===== config.mk =====
export PLATFORM = sky130hd
export DESIGN_NAME = imem_dmem_port_arbiter
export DESIGN_NICKNAME = d
export VERILOG_FILES = /design/src/rtl/mem_arb_pkg.sv /design/src/rtl/mem_arb_id_fifo.sv /design/src/rtl/imem_dmem_port_arbiter.sv
export SDC_FILE = /design/constraint.sdc
export NUM_CORES = 1
export LEC_CHECK = 0
export CAP_MARGIN = 0
export CELL_PAD_IN_SITES_DETAIL_PLACEMENT = 0
export CELL_PAD_IN_SITES_GLOBAL_PLACEMENT = 2
export CORE_ASPECT_RATIO = 1.1
export CORE_MARGIN = 2
export CORE_UTILIZATION = 10
export DETAILED_ROUTE_END_ITERATION = 10
export GPL_ROUTABILITY_DRIVEN = 0
export PLACE_DENSITY_LB_ADDON = 0.1
export SETUP_SLACK_MARGIN = 0.1
export SLEW_MARGIN = 5
export SYNTH_ARGS = -nofsm -noshare
export SYNTH_HDL_FRONTEND = slang
export SYNTH_HIERARCHICAL = 1
export SYNTH_SLANG_ARGS = --single-unit

===== constraint.sdc =====
create_clock -name clk_i -period 2.4 [get_ports clk_i]
set_input_delay 0.6 -clock clk_i [delete_from_list [all_inputs] [get_ports clk_i]]
set_output_delay 0.6 -clock clk_i [all_outputs]
set_load 0.02 [all_outputs]

===== src/rtl/mem_arb_pkg.sv =====
// rtl/mem_arb_pkg.sv - shared types and constants for the imem/dmem port arbiter
package mem_arb_pkg;

    typedef enum logic {
        SRC_INSTR = 1'b0,
        SRC_DATA  = 1'b1
    } src_e;

    typedef enum logic {
        IDLE    = 1'b0,
        PENDING = 1'b1
    } arb_state_e;

    localparam int ARB_FIXED = 0;
    localparam int ARB_RR    = 1;

    // Round-robin tie break: the side that did not win last time
    function automatic src_e opposite_src(input src_e s);
        return (s == SRC_INSTR) ? SRC_DATA : SRC_INSTR;
    endfunction

endpackage


===== src/rtl/mem_arb_id_fifo.sv =====
// rtl/mem_arb_id_fifo.sv - in-order FIFO of requester IDs for in-flight RAM accesses
module mem_arb_id_fifo
    import mem_arb_pkg::*;
#(
    parameter int Depth = 2
) (
    input  logic clk_i,
    input  logic rst_i,
    input  logic push_i,
    input  src_e push_id_i,
    input  logic pop_i,
    output logic full_o,
    output logic empty_o,
    output src_e head_o
);

    localparam int CntW = $clog2(Depth + 1);
    localparam int PtrW = (Depth > 1) ? $clog2(Depth) : 1;

    src_e            entries [Depth];
    logic [PtrW-1:0] wr_ptr;
    logic [PtrW-1:0] rd_ptr;
    logic [CntW-1:0] count;
    logic            do_push;
    logic            do_pop;

    // Pointers wrap at Depth, which need not be a power of two
    function automatic logic [PtrW-1:0] next_ptr(input logic [PtrW-1:0] p);
        return (p == PtrW'(Depth - 1)) ? '0 : p + 1'b1;
    endfunction

    // Status flags and head entry
    always_comb begin
        full_o  = (count == CntW'(Depth));
        empty_o = (count == '0);
        head_o  = entries[rd_ptr];
        do_push = push_i && !full_o;
        do_pop  = pop_i && !empty_o;
    end

    // Storage, pointers and occupancy; a simultaneous push and pop leaves count unchanged
    always_ff @(posedge clk_i or posedge rst_i) begin
        if (rst_i) begin
            wr_ptr <= '0;
            rd_ptr <= '0;
            count  <= '0;
            for (int i = 0; i < Depth; i++) begin
                entries[i] <= SRC_INSTR;
            end
        end else begin
            if (do_push) begin
                entries[wr_ptr] <= push_id_i;
                wr_ptr          <= next_ptr(wr_ptr);
            end
            if (do_pop) begin
                rd_ptr <= next_ptr(rd_ptr);
            end
            case ({do_push, do_pop})
                2'b10:   count <= count + 1'b1;
                2'b01:   count <= count - 1'b1;
                default: count <= count;
            endcase
        end
    end

endmodule


===== src/rtl/imem_dmem_port_arbiter.sv =====
// rtl/imem_dmem_port_arbiter.sv - shares one RAM port between instruction fetch and data access
module imem_dmem_port_arbiter
    import mem_arb_pkg::*;
#(
    parameter int MaxOutstanding = 2,
    parameter int ArbMode        = 0
) (
    input  logic        clk_i,
    input  logic        rst_i,
    input  logic        instr_req_i,
    output logic        instr_gnt_o,
    output logic        instr_rvalid_o,
    input  logic [31:0] instr_addr_i,
    output logic [31:0] instr_rdata_o,
    output logic        instr_err_o,
    input  logic        data_req_i,
    output logic        data_gnt_o,
    output logic        data_rvalid_o,
    input  logic        data_we_i,
    input  logic [3:0]  data_be_i,
    input  logic [31:0] data_addr_i,
    input  logic [31:0] data_wdata_i,
    output logic [31:0] data_rdata_o,
    output logic        data_err_o,
    output logic        mem_req_o,
    input  logic        mem_gnt_i,
    input  logic        mem_rvalid_i,
    output logic [31:0] mem_addr_o,
    output logic        mem_we_o,
    output logic [3:0]  mem_be_o,
    output logic [31:0] mem_wdata_o,
    input  logic [31:0] mem_rdata_i,
    input  logic        mem_err_i,
    output logic        unexp_rvalid_o
);

    arb_state_e state_q;
    src_e       latched_q;
    src_e       last_q;
    logic       unexp_q;

    src_e       winner;
    src_e       sel_src;
    logic       sel_req;
    logic       grant;
    logic       fifo_full;
    logic       fifo_empty;
    src_e       fifo_head;
    logic       pop;

    // Pick a winner among fresh requests, or keep the latched one while waiting for the RAM
    always_comb begin
        if (instr_req_i && data_req_i) begin
            winner = (ArbMode == ARB_RR) ? opposite_src(last_q) : SRC_DATA;
        end else if (data_req_i) begin
            winner = SRC_DATA;
        end else begin
            winner = SRC_INSTR;
        end
        sel_src   = (state_q == PENDING) ? latched_q : winner;
        sel_req   = (sel_src == SRC_DATA) ? data_req_i : instr_req_i;
        // A full FIFO blocks the request even if a pop frees a slot this cycle
        mem_req_o = sel_req && !fifo_full;
        grant     = mem_req_o && mem_gnt_i;
        instr_gnt_o = grant && (sel_src == SRC_INSTR);
        data_gnt_o  = grant && (sel_src == SRC_DATA);
    end

    // RAM request fields follow the selected requester; fetches are always full-word reads
    always_comb begin
        if (sel_src == SRC_DATA) begin
            mem_addr_o  = data_addr_i;
            mem_we_o    = data_we_i;
            mem_be_o    = data_be_i;
            mem_wdata_o = data_wdata_i;
        end else begin
            mem_addr_o  = instr_addr_i;
            mem_we_o    = 1'b0;
            mem_be_o    = 4'hF;
            mem_wdata_o = 32'h0;
        end
    end

    // Route each response to the side at the head of the ID FIFO
    always_comb begin
        pop            = mem_rvalid_i && !fifo_empty;
        instr_rvalid_o = pop && (fifo_head == SRC_INSTR);
        data_rvalid_o  = pop && (fifo_head == SRC_DATA);
        instr_err_o    = instr_rvalid_o && mem_err_i;
        data_err_o     = data_rvalid_o && mem_err_i;
        instr_rdata_o  = mem_rdata_i;
        data_rdata_o   = mem_rdata_i;
        unexp_rvalid_o = unexp_q;
    end

    // Arbiter FSM, latched selection and round-robin history
    always_ff @(posedge clk_i or posedge rst_i) begin
        if (rst_i) begin
            state_q   <= IDLE;
            latched_q <= SRC_INSTR;
            last_q    <= SRC_INSTR;
        end else begin
            if (grant) begin
                last_q <= sel_src;
            end
            case (state_q)
                IDLE: begin
                    if (mem_req_o && !mem_gnt_i) begin
                        state_q   <= PENDING;
                        latched_q <= sel_src;
                    end
                end
                PENDING: begin
                    // Either granted, or the requester withdrew against protocol
                    if (grant || !sel_req) begin
                        state_q <= IDLE;
                    end
                end
                default: state_q <= IDLE;
            endcase
        end
    end

    // Sticky flag for a response that has no matching outstanding access
    always_ff @(posedge clk_i or posedge rst_i) begin
        if (rst_i) begin
            unexp_q <= 1'b0;
        end else if (mem_rvalid_i && fifo_empty) begin
            unexp_q <= 1'b1;
        end
    end

    mem_arb_id_fifo #(
        .Depth (MaxOutstanding)
    ) u_id_fifo (
        .clk_i     (clk_i),
        .rst_i     (rst_i),
        .push_i    (grant),
        .push_id_i (sel_src),
        .pop_i     (pop),
        .full_o    (fifo_full),
        .empty_o   (fifo_empty),
        .head_o    (fifo_head)
    );

endmodule


==> flow_summary.json <==
{
  "synth-edff-count": 0,
  "syn_inst": 189,
  "nets": 476,
  "die-area_um2": 18660,
  "maxCapViolations": 0,
  "tightestPinTransition_ps": 353.0,
  "p_per_area_nw_per_um2": 932.2,
  "endpoint_kind": "output pin",
  "instances_no_fill": 568,
  "die_y_um": 143.1,
  "drv_slew": 0,
  "firstDrtPassIters": 3,
  "synth_top_family_by_area": "buffers and inverters",
  "synth_xor_area_share_pct": 2.491,
  "layout-drive-gt1-share_pct": 46.71,
  "ys_warn_count": 6,
  "hp-class": "reg -> reg",
  "root_buffer": "clkbuf_16",
  "synth_commonest_cells": "64 x buf_4, 37 x nor2b_1, 31 x mux2_4",
  "grt_overflow_total": 0,
  "via_per_inst": 3.062,
  "path_max_fanout": 6,
  "setup_viol": 0,
  "cts.reportedPaths.clkPinSlew_ps": 40,
  "synth_compound_area_share_pct": 1.708,
  "yosysTopAreaCell": "buf_4",
  "cp.required_ps": 1800,
  "cts_made_buffers": 3,
  "diodes": 0,
  "r2r_start": "state_q",
  "async_flop_share_pct": 100.0,
  "drt_iter0_drc": 23,
  "rows": 50,
  "crit_chain": "mux2i_4 -> buf_6 -> buf_12 -> buf_12 -> mux2_4 -> buf_6",
  "dpl.cell_count": 551,
  "fillers": 1903,
  "synth-simple-area-share_pct": 20.50,
  "clock-skew-final_ps": 3.200,
  "holdWs_ps": 472.9,
  "synth_top_flop_cell": "dfrtp_1",
  "wl_um": 7792,
  "highest_layer": "met4",
  "final-seq-area_um2": 225.2,
  "coreArea_um2": 17140,
  "wl_per_cell_um": 13.72,
  "min_from": "unexp_rvalid_o",
  "numPortBuffers": 184,
  "worstSetupPathType": "reg -> out",
  "syn_nets": 330,
  "setup_ws_ps": 43.12,
  "dpl-instance-area_um2": 3492,
  "avgSynthCellArea_um2": 9.301,
  "wl_met2_um": 4016,
  "leakagePower_nw": 1.691,
  "area_growth_pct": 115.4,
  "ant_nets": 0,
  "synth.area.top_cells": "buf_4 27%, mux2_4 26%, nor2b_1 13%",
  "route.detailed.drc": 0,
  "hold_buffers": 0,
  "antenna_found_initial": 0,
  "yosysSeqAreaShare_pct": 12.81,
  "rsz0062_at_grt": "true",
  "clock_sinks": 9,
  "grt_pass1_vias": 1698,
  "max-slew-margin-rel_pct": 76.38,
  "synthAdderAreaFrac_pct": 0.7117,
  "critical_path.startpoint": "state_q",
  "critPathTopFamily": "multiplexers",
  "cts.path.max_buffers": 2,
  "vias": 1739,
  "synth.distinct_cells": 30,
  "start_util_pct": 10.26,
  "stdcell_area_um2": 3786,
  "yosys.area.top_type_share_pct": 27.33,
  "finalCriticalPeriod_ps": 2357,
  "cts_tree": "built",
  "muxShareOfSynthArea_pct": 30.32,
  "crit_slowest_cell": "dfrtp_1",
  "dpl.hpwl_um": 6013,
  "ioPinCount": 281,
  "pre_cts_slack_ps": -699.7,
  "wl_met3_um": 749,
  "synth-seq-cells": 9,
  "insertion_delay_ps": 240,
  "cp.arrival_ps": 1760,
  "fmax_mhz": 424.3,
  "synth.most_common_cell": "buf_4",
  "timing.final.hold_violations": 0,
  "grt_usage_pct": 7.390,
  "path_buf_inv": 4,
  "post-route-util_pct": 22.09,
  "max_stage_delay_ps": 400,
  "dieWidth_um": 130.4,
  "htreeDepth": 1,
  "multiInputGateArea_um2": 1051,
  "synth_area_um2": 1758,
  "ir_worst_vdd_mv": 0.3093,
  "cp-start-kind": "flip-flop",
  "timing.final.crit_share_pct": 98.20,
  "wl_met1_um": 2930,
  "grt_pass1_wl_um": 10230,
  "grt_max_degree": 15,
  "status": "complete, no violations"
}
worst paths after layout:
path	endpoint	depth (start not counted)	slack, ps
setup / recovery	mem_addr_o[28]	6	40
hold / removal	unexp_rvalid_o	1	470
setup reg to reg	u_id_fifo/count[1]	10	480
hold reg to reg	unexp_rvalid_o	1	470
max in group asynchronous	u_id_fifo/wr_ptr	2	1600
min in group asynchronous	state_q	2	560
per-layer routing:
metal	GRT usage (%)	vias to the layer above
li1	-	841
met1	8.243	769
met2	13.94	114
met3	1.948	15
met4	1.568	0
met5	0	-
worst register-to-register path, cell delays in order (launching register included):
cell and delay [ps]:
dfrtp_1 410, buf_4 160, or2b_1 170, o22ai_2 100
nor3b_2 210, buf_4 150, nand2_2 60, ha_2 200
xnor2_2 130, nor2_2 120, xor2_1 140
cells by family after synthesis:
kind of cell             count (synthesis)
AO/OA/AOI/OAI                            4
XOR/XNOR                                 5
adder cells (fa/ha/maj)                  1
buffers and inverters                   75
flip-flops                               9
multiplexers                            36
AND/OR/NAND/NOR                         59
sequential cells by signal, summed over array words and instances, names as in the netlist:
name,flops
u_id_fifo/count,2
state_q,1
u_id_fifo/rd_ptr,1
unexp_rvalid_o,1
u_id_fifo/wr_ptr,1
u_id_fifo/entries,2
latched_q,1
layout make-up:
class                   count  area share [%]
repair buffers            212           56.05
inverters                   4          0.3966
flip-flops and latches      9           5.948
multi-input cells         105           27.76
clock buffers               3           1.983
clock inverters             1          0.1322
well taps                 234           7.733
where the power goes:
part           switching, W  internal [W]
clock             0.0000748      0.000220
combinational       0.00130       0.00164
sequential        0.0000676      0.000227
per-stage QoR:
step | power, W | TNS (ps)
floorplan | 0.001814 | 0
global placement | 0.002825 | -42720
detailed placement | 0.002803 | -43700
CTS | 0.003517 | 0
global route | 0.003773 | -223.5
finish | 0.003529 | 0
cells in the final DEF (no fill, tap or decap), types with 2 or more instances in the layout:
master / n
dfrtp_1: 9
buf_4: 19
buf_2: 26
mux2_2: 2
buf_16: 4
clkdlybuf4s15_1: 2
nor3_1: 2
xor2_1: 2
or2_4: 4
buf_12: 7
clkbuf_16: 3
xnor2_1: 2
nor2_1: 2
clkbuf_2: 3
buf_6: 37
nor2b_4: 3
and3_1: 2
inv_1: 4
and2_1: 2
clkdlybuf4s50_1: 106
mux2_4: 32
clkdlybuf4s15_2: 5
nor2b_1: 34
dlygate4sd2_1: 2
what timing repair did:
item                       4_1_cts  5_1_grt
buffers inserted                 7        2
pin swaps                        3        6
resized for setup              354       42
setup endpoints to repair       77       52
cloned                           5        0
No activity file was read; power rests on OpenSTA's default activity.
==> variant 1, RTL diff (config.mk and constraints unchanged) <==
Set the parameter `MaxOutstanding` to 1 (it was 2).
--- a/src/rtl/imem_dmem_port_arbiter.sv
+++ b/src/rtl/imem_dmem_port_arbiter.sv
@@ -2,7 +2,7 @@
 module imem_dmem_port_arbiter
     import mem_arb_pkg::*;
 #(
-    parameter int MaxOutstanding = 2,
+    parameter int MaxOutstanding = 1,
     parameter int ArbMode        = 0
 ) (
     input  logic        clk_i,
Check against the original RTL: not equivalent (a bounded check fails within 4 cycles, from zero or initial values and one cycle with rst_i high).
==> variant 1 against the unedited design <==
- area after synthesis down 11%
- largest power group unchanged
- power down 17%
- sequential cell count is 4 lower
- non-clock buffer count shrank 4
- setup slack better by 19 ps
- routed wire length shrank 12%
- design area decreased by 9.3%
- first-iteration DRC count decreased by 39%
- highest routed layer unchanged
- count of clock-buffer cells in the layout up 1
- critical path type unchanged
- via count down 8.0%
- critical path depth unchanged
==> variant 1: results (changes against the unedited design) <==
| Metric | Value |
|---|---|
| Clk cell area share | `2.30% (+0.18 points)` |
| Filler instances | `1674 (-12%)` |
| Vias in the first global route | `1665 (-1.9%)` |
| Critical Path Fanout Max | `8 (+2)` |
| DP Cell Count | `497 (-9.8%)` |
| Setup Buffers After CTS | `4 (-3)` |
| Latest clock arrival within the worst-skew pair | `220 ps (-20 ps)` |
| # diodes | `0 (unchanged)` |
| Pin count of the biggest net entering global routing | `19 (+4)` |
| Placed Area | `3240 sq um (-7.2%)` |
| Clock buffer count | `4 (+1)` |
| Netlist cell types | `25 (-17%)` |
| Nets@finish | `454 (-4.6%)` |
| Non-clock buffer share | `59.3% (+3.2 points)` |
| Layout cell share with drive strength beyond 1 | `47.3% (+0.58 points)` |
| Met1 GRT Util | `6.42% (-1.8 points)` |
| Storage cell area | `125 sq um (-44%)` |
| Sink Count | `5 (-4)` |
| Vias/cell | `3.14 (+2.7%)` |
| Avg WL per Cell | `13.5 um (-1.6%)` |
| Pre-CTS setup slack | `-726 ps (-26.0 ps)` |
| WP data arrival | `1740 ps (-20 ps)` |
| Slew margin rel. | `84.8% (+8.5 points)` |
| R2R setup slack | `630 ps (+150 ps)` |
| Post-Layout Cell Count | `509 (-10%)` |
| WL met3 | `945 um (+26%)` |
| Highest Clock Rate | `428 MHz (+0.81%)` |
| Multi-input gates | `92 (-12%)` |
| Met2 usage | `15.1% (+1.2 points)` |
| Fraction of area in registers | `3.64% (-2.3 points)` |
| First-pass GRT wire length | `9250 um (-9.6%)` |
| Status | `finished clean` |
| Hold_ws | `460 ps (-12.5 ps)` |
| Reg2reg path depth | `7 (-3)` |
| GRT Total Usage | `7.30% (-0.092 points)` |
| Routed met2 length | `3770 um (-6.1%)` |
| Mapped Cells | `172 (-9.0%)` |
| Xor/xnor share of the synthesized area | `0% (-2.5 points)` |
| Main area contributors after synthesis | `buf_4, mux2_4, nor2b_1` |
| Met1 wire length | `2070 um (-30%)` |
| Non-Clock Inverter Count | `4 (unchanged)` |
| Sequential area share after synthesis | `8.02% (-4.8 points)` |
| Syn nets | `312 (-5.5%)` |
| Iter 0 DRT Violations | `14 (-39%)` |
| Non-clock buffer total of the final layout | `208 (-1.9%)` |
| Mux contribution to synthesized area | `33.0% (+2.6 points)` |
| Peak supply drop | `0.270 mV (-13%)` |
| Post-synthesis compound-gate area fraction | `2.41% (+0.70 points)` |
| Routing usage on met3 | `2.70% (+0.75 points)` |
| PostCTS Resize Cnt | `331 (-6.5%)` |
| Pre-Repair DR Iteration Count | `4 (+1)` |
| Synthesized-area fraction occupied by adder cells | `0% (-0.71 points)` |
| Pleak | `0.00156 uW (-7.8%)` |
| Clk_skew | `0.311 ps (-2.89 ps)` |
[variant 1: changes by cell type after synthesis, moves of 2 or more]
cell     before  now
nor2_1        3    1
mux2_2        3    1
dfrtp_1       9    5
xor2_1        2    0
xnor2_1       3    0
[variant 1: report_power, final]
part	internal [uW]	total, uW	switching (uW)
logic	1390	2480	1090
clock network	220	271	51.5
registers	119	168	49.1
[variant 1: path summary, 6_finish.rpt]
path,startpoint,end
worst max-delay path,state_q$_DFF_PP0_,mem_addr_o[19]
worst min-delay path,unexp_rvalid_o$_DFFE_PP0P_,unexp_rvalid_o$_DFFE_PP0P_
min in group asynchronous,rst_i,u_id_fifo/entries$_DFFE_PP0P_
max in group asynchronous,rst_i,state_q$_DFF_PP0_
worst max register to register,state_q$_DFF_PP0_,u_id_fifo/entries$_DFFE_PP0P_
worst min register to register,unexp_rvalid_o$_DFFE_PP0P_,unexp_rvalid_o$_DFFE_PP0P_
==> variant 2, RTL diff (same flow settings) <==
Without the edit above. Reset style: synchronous (`rst_i`), changed in 3 clocked blocks.
--- a/src/rtl/mem_arb_id_fifo.sv
+++ b/src/rtl/mem_arb_id_fifo.sv
@@ -39,7 +39,7 @@
     end
 
     // Storage, pointers and occupancy; a simultaneous push and pop leaves count unchanged
-    always_ff @(posedge clk_i or posedge rst_i) begin
+    always_ff @(posedge clk_i) begin
         if (rst_i) begin
             wr_ptr <= '0;
             rd_ptr <= '0;
--- a/src/rtl/imem_dmem_port_arbiter.sv
+++ b/src/rtl/imem_dmem_port_arbiter.sv
@@ -94,7 +94,7 @@
     end
 
     // Arbiter FSM, latched selection and round-robin history
-    always_ff @(posedge clk_i or posedge rst_i) begin
+    always_ff @(posedge clk_i) begin
         if (rst_i) begin
             state_q   <= IDLE;
             latched_q <= SRC_INSTR;
@@ -122,7 +122,7 @@
     end
 
     // Sticky flag for a response that has no matching outstanding access
-    always_ff @(posedge clk_i or posedge rst_i) begin
+    always_ff @(posedge clk_i) begin
         if (rst_i) begin
             unexp_q <= 1'b0;
         end else if (mem_rvalid_i && fifo_empty) begin
Behaviour: differs if rst_i is asserted again (counterexample within 4 cycles, from zero or initial values and one cycle with rst_i high); with rst_i held inactive, the same outputs for 10 cycles.
==> variant 2 against the unedited design <==
- setup slack lost 6.5 ps
- maximum frequency shrank 0.27%
- die area grew 1.2%
- design area grew 3.5%
- area after synthesis grew 1.2%
- highest routed layer unchanged
- clock skew shrank 2.3 ps
- synthesized cell count grew 5.8%
- sequential share of layout area shrank 0.27 points
- routed wire length grew 15%
- core utilization grew 0.24 points
- via count grew 7.9%
- sequential cell count grew 1
Power is not compared: it rests on default switching activity, and its combinational part moved more than twofold at a synthesized area within 25%.
==> variant 2: results (changes against the unedited design) <==
| Metric | Value |
|---|---|
| Status | `finished clean` |
| Critical Path Fanout Max | `7 (+1)` |
| Pleak | `~0.0017 uW` |
| Main area contributors after synthesis | `buf_4, mux2_4, nor2b_1` |
| Initial antenna violation count | `1 (+1)` |
| Nets@finish | `498 (+4.6%)` |
| Pre-Repair DR Iteration Count | `3 (unchanged)` |
| Largest regs | `u_id_fifo/count x2, u_id_fifo/entries x2` |
| Routing usage on met3 | `4.23% (+2.3 points)` |
| Top_reg_cell synth | `dfxtp_1` |
| Number of enable flip-flop cells after synthesis | `2 (+2)` |
| Max incr delay on CP | `290 ps (-110 ps)` |
| Xor/xnor share of the synthesized area | `1.48% (-1.0 points)` |
| YS warnings | `6 (unchanged)` |
| Clk_skew | `0.899 ps (-2.30 ps)` |
| Slew margin rel. | `80.3% (+3.9 points)` |
| Post-synth top cells | `buf_4, nor2b_1, mux2_4, dfxtp_1, nor2_1` |
| Peak supply drop | `about 0.47 mV` |
| Met2 usage | `16.8% (+2.8 points)` |
| Num CTS Buffers | `3 (unchanged)` |
| Input/output buffers | `184 (unchanged)` |
| Clk slew on worst S/H paths | `40 ps (about the same)` |
| Layout cell share with drive strength beyond 1 | `47.2% (+0.48 points)` |
| Avg Cell Area, Syn | `8.90 sq um (-4.4%)` |
| CTS root buf | `clkbuf_16` |
| Met1 GRT Util | `9.21% (+0.97 points)` |
| Synthesized-area fraction occupied by adder cells | `0.703% (-0.0085 points)` |
| H-tree Lvls | `1 (unchanged)` |
| Fraction of registers with async set/reset | `0% (-100 points)` |
| Placed Area | `3550 sq um (+1.6%)` |
| Pin count of the biggest net entering global routing | `12 (-3)` |
| Post-synthesis compound-gate area fraction | `4.36% (+2.7 points)` |
| Sequential area share after synthesis | `12.4% (-0.43 points)` |
| GRT Total Usage | `8.91% (+1.5 points)` |
| Syn nets | `341 (+3.3%)` |
| Vias/cell | `3.15 (+3.0%)` |
| WP data arrival | `1760 ps (about the same)` |
| DP Cell Count | `570 (+3.4%)` |
| Mux contribution to synthesized area | `28.7% (-1.6 points)` |
| Residual DRC | `0 (unchanged)` |
| First-pass GRT wire length | `12800 um (+25%)` |
| P_int | `1090 uW` |
| Netlist cell types | `33 (+10%)` |
| Avg WL per Cell | `15.1 um (+9.7%)` |
| Vias in the first global route | `1879 (+11%)` |
| Crit path max-delay family | `buffers and inverters` |
| Maximum root-to-sink buffer count | `2 (unchanged)` |
| Min-delay worst type | `reg -> reg` |
| Post-DP HPWL | `7180 um (+19%)` |
| Post-Route WL | `8960 um (+15%)` |
| Latest clock arrival within the worst-skew pair | `approximately 230 ps` |
| Iter 0 DRT Violations | `27 (+17%)` |
| Slowest cell on crit path | `mux2_4` |
[variant 2: changes by cell type after synthesis, moves of 3 or more]
cell | before | now
a21oi_1 | 0 | 4
dfrtp_1 | 9 | 0
dfxtp_1 | 0 | 8
nor2_1 | 3 | 8
o21ai_0 | 0 | 3
[variant 2: path summary, 6_finish.rpt]
path / cells past startpoint / slack, ps / from / end
max: 8 / 40 / data_req_i / mem_addr_o[13]
min reg2reg: 2 / 480 / unexp_rvalid_o$_SDFFE_PP0P_ / unexp_rvalid_o$_SDFFE_PP0P_
min: 2 / 480 / unexp_rvalid_o$_SDFFE_PP0P_ / unexp_rvalid_o$_SDFFE_PP0P_
max reg2reg: 9 / 400 / u_id_fifo/count[0]$_SDFFE_PP0P_ / u_id_fifo/count[1]$_SDFFE_PP0P_
[variant 2: worst min-delay path, delay by kind of cell (launching register included)]
family	cells	cell delay [ps]
compound gates	1	40
simple gates	1	80
flops	1	330
[variant 2: power groups by stage]
| stage | logic, uW | clock network (uW) | registers (uW) |
|---|---|---|---|
| after CTS | 1110 | 309 | 221 |
| after global placement | 1000 | 0 | 224 |
| after floorplan | 619 | 0 | 225 |
| final | 1120 | 298 | 221 |
| after global routing | 1200 | 315 | 224 |
| after detailed placement | 996 | 0 | 223 |
[variant 2: layer usage]
layer / routed length, um / up-vias
li1: - / 910
met5: 0 / -
met1: 3250 / 839
met4: 105 / 0
met3: 952 / 10
met2: 4650 / 118
[variant 2: kinds of logic (layout without fill, tap and decap cells)]
kind of cell,Yosys count,count (layout)
buffers and inverters,76,232
and+or+nand+nor,64,64
muxes,34,34
AOI/OAI and AO/OA,12,12
DFF,10,10
xor gates and xnor gates,3,3
adders and majority gates,1,1
other,0,1
[variant 2: stage by stage]
| stage | setup slack (ps) | hold WS [ps] |
|---|---|---|
| 6_report | 36.6 | 483 |
| 3_3_place_gp | -773 | 463 |
| 4_1_cts | -4.25 | 488 |
| 5_1_grt | -8.36 | 538 |
| 2_1_floorplan | 191 | 481 |
| 3_5_place_dp | -776 | 476 |
[variant 2: final cells by class]
type,count,area (sq um)
Multi-Input combinational cell,114,1060
Clock inverter,1,3.75
Fill cell,1946,13600
Tap cell,238,298
Antenna cell,1,2.50
Clock buffer,3,75.1
Timing Repair Buffer,224,2250
Inverter,4,15.0
Sequential cell,10,223
[variant 2: repair_timing]
| item | in CTS | in global routing |
|---|---|---|
| endpoints found under the hold margin | 0 | 0 |
| setup endpoints to repair | 78 | 33 |
| gates resized for setup | 355 | 33 |
| buffers inserted | 12 | 4 |
| gates cloned | 5 | 0 |
